<file path="src/rtl/hist_eq_sequencer.sv">
// Control sequencer for histogram equalization: optional scratch-memory clear,
// then histogram -> CDF -> divider stages. Clear phase enabled by HIST_EQ_SEQ_CLEAR_EN.
module hist_eq_sequencer #(
  parameter int ADDR_W = 8,
  parameter int DATA_W = 20
) (
  input  logic              clk,
  input  logic              rst_n,
  input  logic              start,
  input  logic              abort,
  input  logic              histogram_done,
  input  logic              cdf_done,
  input  logic              divider_done,
  output logic              histogram_en,
  output logic              cdf_en,
  output logic              divider_en,
  output logic              busy,
  output logic              done,
  output logic              err,
  output logic [ADDR_W-1:0] clr_mem_waddr,
  output logic [DATA_W-1:0] clr_mem_wdata,
  output logic              clr_mem_WE
);

  typedef enum logic [2:0] {
    IDLE, HIST, CDF, DIV, DONE
`ifdef HIST_EQ_SEQ_CLEAR_EN
    , CLR
`endif
  } state_t;

  state_t state, state_nxt;
  logic   hist_nxt, cdf_nxt, div_nxt, busy_nxt, done_nxt, err_nxt, stray;

`ifdef HIST_EQ_SEQ_CLEAR_EN
  localparam logic [ADDR_W-1:0] ADDR_MAX = '1;
  localparam logic [ADDR_W-1:0] ADDR_ONE = {{(ADDR_W-1){1'b0}}, 1'b1};

  logic [ADDR_W-1:0] clr_addr, clr_addr_nxt;
  logic              clr_we;
`endif

  // Next-state: abort outranks any simultaneous stage completion
  always_comb begin
    state_nxt = state;
    case (state)
      IDLE: begin
        if (start) begin
`ifdef HIST_EQ_SEQ_CLEAR_EN
          state_nxt = CLR;
`else
          state_nxt = HIST;
`endif
        end
      end
`ifdef HIST_EQ_SEQ_CLEAR_EN
      CLR: begin
        if (abort)                      state_nxt = IDLE;
        else if (clr_addr == ADDR_MAX)  state_nxt = HIST;
      end
`endif
      HIST: begin
        if (abort)               state_nxt = IDLE;
        else if (histogram_done) state_nxt = CDF;
      end
      CDF: begin
        if (abort)         state_nxt = IDLE;
        else if (cdf_done) state_nxt = DIV;
      end
      DIV: begin
        if (abort)             state_nxt = IDLE;
        else if (divider_done) state_nxt = DONE;
      end
      DONE:    state_nxt = IDLE;
      default: state_nxt = IDLE;
    endcase
  end

  // Outputs are decoded from the next state so the registered copies line up with the state
  always_comb begin
    stray    = (histogram_done && state != HIST) ||
               (cdf_done       && state != CDF)  ||
               (divider_done   && state != DIV);
    err_nxt  = ((state == IDLE && start) ? 1'b0 : err) | stray;
    hist_nxt = (state_nxt == HIST);
    cdf_nxt  = (state_nxt == CDF);
    div_nxt  = (state_nxt == DIV);
    busy_nxt = (state_nxt != IDLE);
    done_nxt = (state_nxt == DONE);
  end

  always_ff @(posedge clk or negedge rst_n) begin
    if (!rst_n) begin
      state        <= IDLE;
      histogram_en <= 1'b0;
      cdf_en       <= 1'b0;
      divider_en   <= 1'b0;
      busy         <= 1'b0;
      done         <= 1'b0;
      err          <= 1'b0;
    end else begin
      state        <= state_nxt;
      histogram_en <= hist_nxt;
      cdf_en       <= cdf_nxt;
      divider_en   <= div_nxt;
      busy         <= busy_nxt;
      done         <= done_nxt;
      err          <= err_nxt;
    end
  end

`ifdef HIST_EQ_SEQ_CLEAR_EN
  // Counter restarts at zero on every entry to CLR and on any exit from it
  always_comb begin
    clr_addr_nxt = '0;
    if (state == CLR && state_nxt == CLR) clr_addr_nxt = clr_addr + ADDR_ONE;
  end

  always_ff @(posedge clk or negedge rst_n) begin
    if (!rst_n) begin
      clr_addr <= '0;
      clr_we   <= 1'b0;
    end else begin
      clr_addr <= clr_addr_nxt;
      clr_we   <= (state_nxt == CLR);
    end
  end

  assign clr_mem_waddr = clr_addr;
  assign clr_mem_WE    = clr_we;
  assign clr_mem_wdata = '0;
`else
  assign clr_mem_waddr = '0;
  assign clr_mem_WE    = 1'b0;
  assign clr_mem_wdata = '0;
`endif

endmodule

</file>
<file path="config.mk">
export PLATFORM = sky130hd
export DESIGN_NAME = hist_eq_sequencer
export DESIGN_NICKNAME = d
export VERILOG_FILES = /design/src/rtl/hist_eq_sequencer.sv
export SDC_FILE = /design/constraint.sdc
export NUM_CORES = 1
export LEC_CHECK = 0
export BUFFER_PORTS_ARGS = -buffer_cell sky130_fd_sc_hd__buf_2
export CAP_MARGIN = 20
export CORE_MARGIN = 2
export CORE_UTILIZATION = 36
export DETAILED_ROUTE_END_ITERATION = 16
export GPL_TIMING_DRIVEN = 0
export PLACE_DENSITY = 0.74
export SLEW_MARGIN = 20
export SYNTH_ARGS = -nofsm -noshare
export SYNTH_HDL_FRONTEND = slang
export SYNTH_SLANG_ARGS = --single-unit
</file>
<file path="constraint.sdc">
create_clock -name clk -period 1.2 [get_ports clk]
set_input_delay 0.18 -clock clk [delete_from_list [all_inputs] [get_ports clk]]
set_output_delay 0.18 -clock clk [all_outputs]
set_load 0.02 [all_outputs]
</file>
# == After elaboration in Yosys (flattened, before gate mapping) ==
# Cells that the tools add are included.
# word_totals
register_bits,9
input_bits,7
out_inout_bits,35
word_cells,35
# classes
n_eq_ne,10
mux,9
n_bitwise,1
reduce_logical,8
# ops
cell,n
3-bit 2-to-1 mux,7
"3-bit by 2-bit == test with 1-bit output, second input constant",4
3-bit case mux with 4 select lines,1
"3-bit by 1-bit == test with 1-bit output, second input constant",2
"3-bit by 2-bit inequality test with 1-bit output, second input constant",2
1-bit logical AND,4
"3-bit == test, second input constant",1
3-bit logical NOT,1
"3-bit by 1-bit inequality test with 1-bit output, second input constant",1
3-bit nonzero test,1
1-bit logical OR,2
1-bit 2-to-1 mux,1
1-bit bitwise OR,1

# == Logic depth before layout (Yosys ltp) ==
# logic_depth
depth_word,5
depth_mapped,4
mapped_depth_nobuf,4

# == Worst setup path after synthesis ==
# No wires, ideal clock.
# synth_timing
path_kind,reg2reg
from,register state[1]
to,register err
setup_time_ns,0.131
t_arrival_ns,1.064
required_ns,1.069
path_slack_ns,0.005
stages_incl_launch_ff,4
path_buffers,0
synth_period_minus_slack_ns,1.195
path_cell_list,dfrtp_1 -> or3b_1 -> a211oi_2 -> o21ai_1
# synth_via
elab_chain_cells,5
word_cells_on_any_way,12
classes_between,eq/ne: 3; mux: 1; bitwise: 1; reduce/logical: 7
# synth_rtl
item,line_no,rtl
start: declaration,32,"state_t state, state_nxt;"
start signal: assignment,102,state <= state_nxt;
3-bit by 1-bit inequality test with 1-bit output / 3-bit by 2-bit inequality test with 1-bit output (equally long branches),"81, 82",
"1-bit logical AND, on equally long branches","81, 82",
1-bit logical OR,81,stray = (histogram_done && state != HIST) ||
1-bit logical OR,82,(cdf_done && state != CDF) ||
1-bit bitwise OR (*),84,err_nxt = ((state == IDLE && start) ? 1'b0 : err) | stray;
net err_nxt,33,"logic hist_nxt, cdf_nxt, div_nxt, busy_nxt, done_nxt, err_nxt, stray;"
end signal: assignment,108,err <= err_nxt;
end: declaration,19,"output logic err,"
# The timed path passes the listed nets; every way through them passes the cells marked *.

# == Worst setup path after layout ==
# Same ends and word-level chain as after synthesis.

==> results by group <==
Outcome
  – Outcome: finished clean

CTS
  – # clock sinks: 9
  – CTS tree: built
  – Total CTS buffers: 3
  – Clk pin slew, worst setup/hold paths: around 60 ps
  – Clock H-tree levels: 1
  – Clk_lat worst skew: about 260 ps
  – CTS max path bufs: 2
  – Root Buffer: clkbuf_4

Routing
  – Vias per std cell: about 3.6
  – ANT nets after route: 0
  – Avg WL per Cell: between 8 and 9 um
  – Routed vias: 472
  – Total Routed Length: roughly 1000 um
  – DR pass1 iterations: 4
  – DR DRC count: 0
  – DRT iter0 DRCs: 2

Global routing
  – GRT Overall Usage: 10.16%
  – GR Overflow Total: 0
  – Largest net degree at the start of global routing: 10
  – Busiest grt layer: met2
  – Met3 Use GR: under 10%
  – Met2 Track Usage GR: approximately a fifth
  – First-pass GRT wire length: around 1500 um
  – Vias in the first global route: 371
  – Met1 Use GR: under 10%
  – Initial antenna violation count: 0

Synthesis
  – Post-Syn Instances: between 60 and 70
  – Area leader, netlist: dfrtp_1
  – Post-synth EDFFs: 0
  – Synthesized flop and latch total: 9
  – Post-synthesis sequential area ratio: 36.22%
  – Largest cells by area after synthesis: dfrtp_1 36%, buf_4 35%, and2_1 3.0%
  – Synth Area per Inst: roughly 9.4 um2
  – Library cells used by synthesis: 19
  – Ys async rst share: 100.0%
  – Synth top area share: 36.22%
  – Most common cell in the synthesized netlist: buf_4
  – Synth warn: 0
  – Main flop type after synthesis: dfrtp_1
  – Most instantiated cells after synthesis: 29 x buf_4, 9 x dfrtp_1, 4 x nor2_1
  – Post-synthesis cell area: slightly above 600 um2

Timing
  – Hold Fails Final Rpt: 0
  – Achievable Freq: roughly 850 MHz
  – Final min period: 1180 ps
  – Max Slew Vio Count: 0
  – Setup TNS Final: 0 ps
  – Final setup violation count: 0
  – Final worst-path cycle share: a little over nine tenths
  – Clock skew: 4.799 ps
  – RSZ-0062 raised after global routing: true
  – Hold slack: between 150 and 200 ps

Place
  – # port buffers: 12
  – Cell Area, Placed: ~810 um2
  – Routability Congestion: just under 0.7
  – Hpwl dp: approximately 800 um

Final layout
  – Area delta synth->final: 42.45%
  – Diodes inserted: 0
  – Final core occ: between 50% and 60%
  – Share of cells above drive strength 1: between 40 and 50%
  – Fin area: between 800 and 900 um2
  – Nets: around 120

Worst setup path
  – Crit path DAT: approximately 1300 ps
  – CP max FO: 7
  – CP max stage delay: roughly 440 ps
  – Critical Path, Cell by Cell: or3b_1, a211oi_2, o21ai_1
  – Crit path max-delay cell type: dfrtp_2
  – Delay-heaviest family, CP: flip-flops
  – CP bufs+invs: 0
  – CP required: 1350 ps
  – CP Launch Type: flip-flop
  – WS Path Type: flip-flop to flip-flop
  – CP endpoint kind: flip-flop

Pwr
  – LEAKAGE: ~0.53 nW
  – PwrDens: between 1000 and 1500 nW/um2
  – Worst IR Drop VDD: 0.4586 mV
  – Tot Pwr: slightly above 0.001 W

Floorplanning
  – Die ar.: approximately 2100 um2
  – Core area: 1670 um2
  – Site Rows: 15
  – Initial Utilization: between 30% and 40%
  – Horiz. Die Dim: approximately 46 um
  – IO Pins: 42
  – Die height: 45.56 um

Min path
  – Hold crit path type: input port to flip-flop

Run
  – Max Cap Violations: 0
==> cell families (layout without fill, tap and decap cells) <==
group           count (synthesis)  in the layout  synth area share [%]
other cells                     1             29                0.6030
buf+inv                        32             51                 36.82
compound gates                  8              8                 8.652
mux                             1              1                 1.811
simple gates                   15             15                 15.89
flops                           9              9                 36.22
==> flip-flops by register name (all words and copies together) (netlist names) <==
register,cells
err,1
state,3
busy,1
done,1
cdf_en,1
histogram_en,1
divider_en,1
==> worst register-to-register path, stage by stage, from the launching register on <==
cell and delay (ps):
dfrtp_2 440, or3b_1 370, a211oi_2 180, o21ai_1 70
==> report_power, final <==
group          total (W)  switching (W)  leakage [nW]  internal, W
clock network   0.000236       0.000108        0.0150     0.000128
registers       0.000389      0.0000388         0.112     0.000350
logic           0.000390       0.000216         0.401     0.000174
total            0.00101       0.000362         0.528     0.000653
==> worst paths after layout <==
kind	startpoint	end	slack [ps]	depth (start not counted)
worst min-delay path	histogram_done	err	190	3
max in group asynchronous	rst_n	state[0]	730	2
min in group asynchronous	rst_n	err	280	2
worst min register to register	err	err	550	2
worst max register to register	state[1]	err	20	3
worst max-delay path	state[1]	err	20	3
==> cells in the final DEF (no fill, tap or decap), types with 2 or more instances in the layout <==
| cell type | instances |
|---|---|
| buf_4 | 31 |
| o21ai_1 | 3 |
| buf_2 | 12 |
| dfrtp_1 | 7 |
| conb_1 | 29 |
| nor2_1 | 4 |
| inv_1 | 3 |
| nor3b_2 | 2 |
| dfrtp_2 | 2 |
| and2_1 | 3 |
| clkbuf_4 | 3 |
| o21ai_2 | 2 |
==> layout make-up <==
type                    count  area [um2]
repair buffers             15       85.08
fillers                   156       784.5
plain buffers              29       217.7
inverters                   3       11.26
well taps                  17       21.27
clock buffers               4       26.28
flip-flops and latches      9       227.7
multi-input cells          53       296.5
==> what timing repair did <==
| action | CTS | global route |
|---|---|---|
| gates resized for setup | 4 | 5 |
| pin swaps | 4 | 2 |
| endpoints found under the hold margin | 9 | 0 |
| endpoints found under the setup margin | 4 | 4 |
| hold buffers | 1 | 0 |
| setup buffers | 1 | 1 |
==> per-layer routing <==
layer / part of all wire, % / up-vias / wire (um)
li1: - / 253 / -
met1: 37 / 194 / 380
met2: 52 / 23 / 538
met3: 10 / 2 / 107
met4: 1.3 / 0 / 14
met5: 0 / - / 0
==> per-stage QoR <==
step	setup slack, ps	cells
after floorplan	5.354	94
after global placement	-40.95	123
after detailed placement	-52.12	123
after CTS	2.887	129
after global routing	-55.31	130
final	19.70	130
No activity file was read; power rests on OpenSTA's default activity.
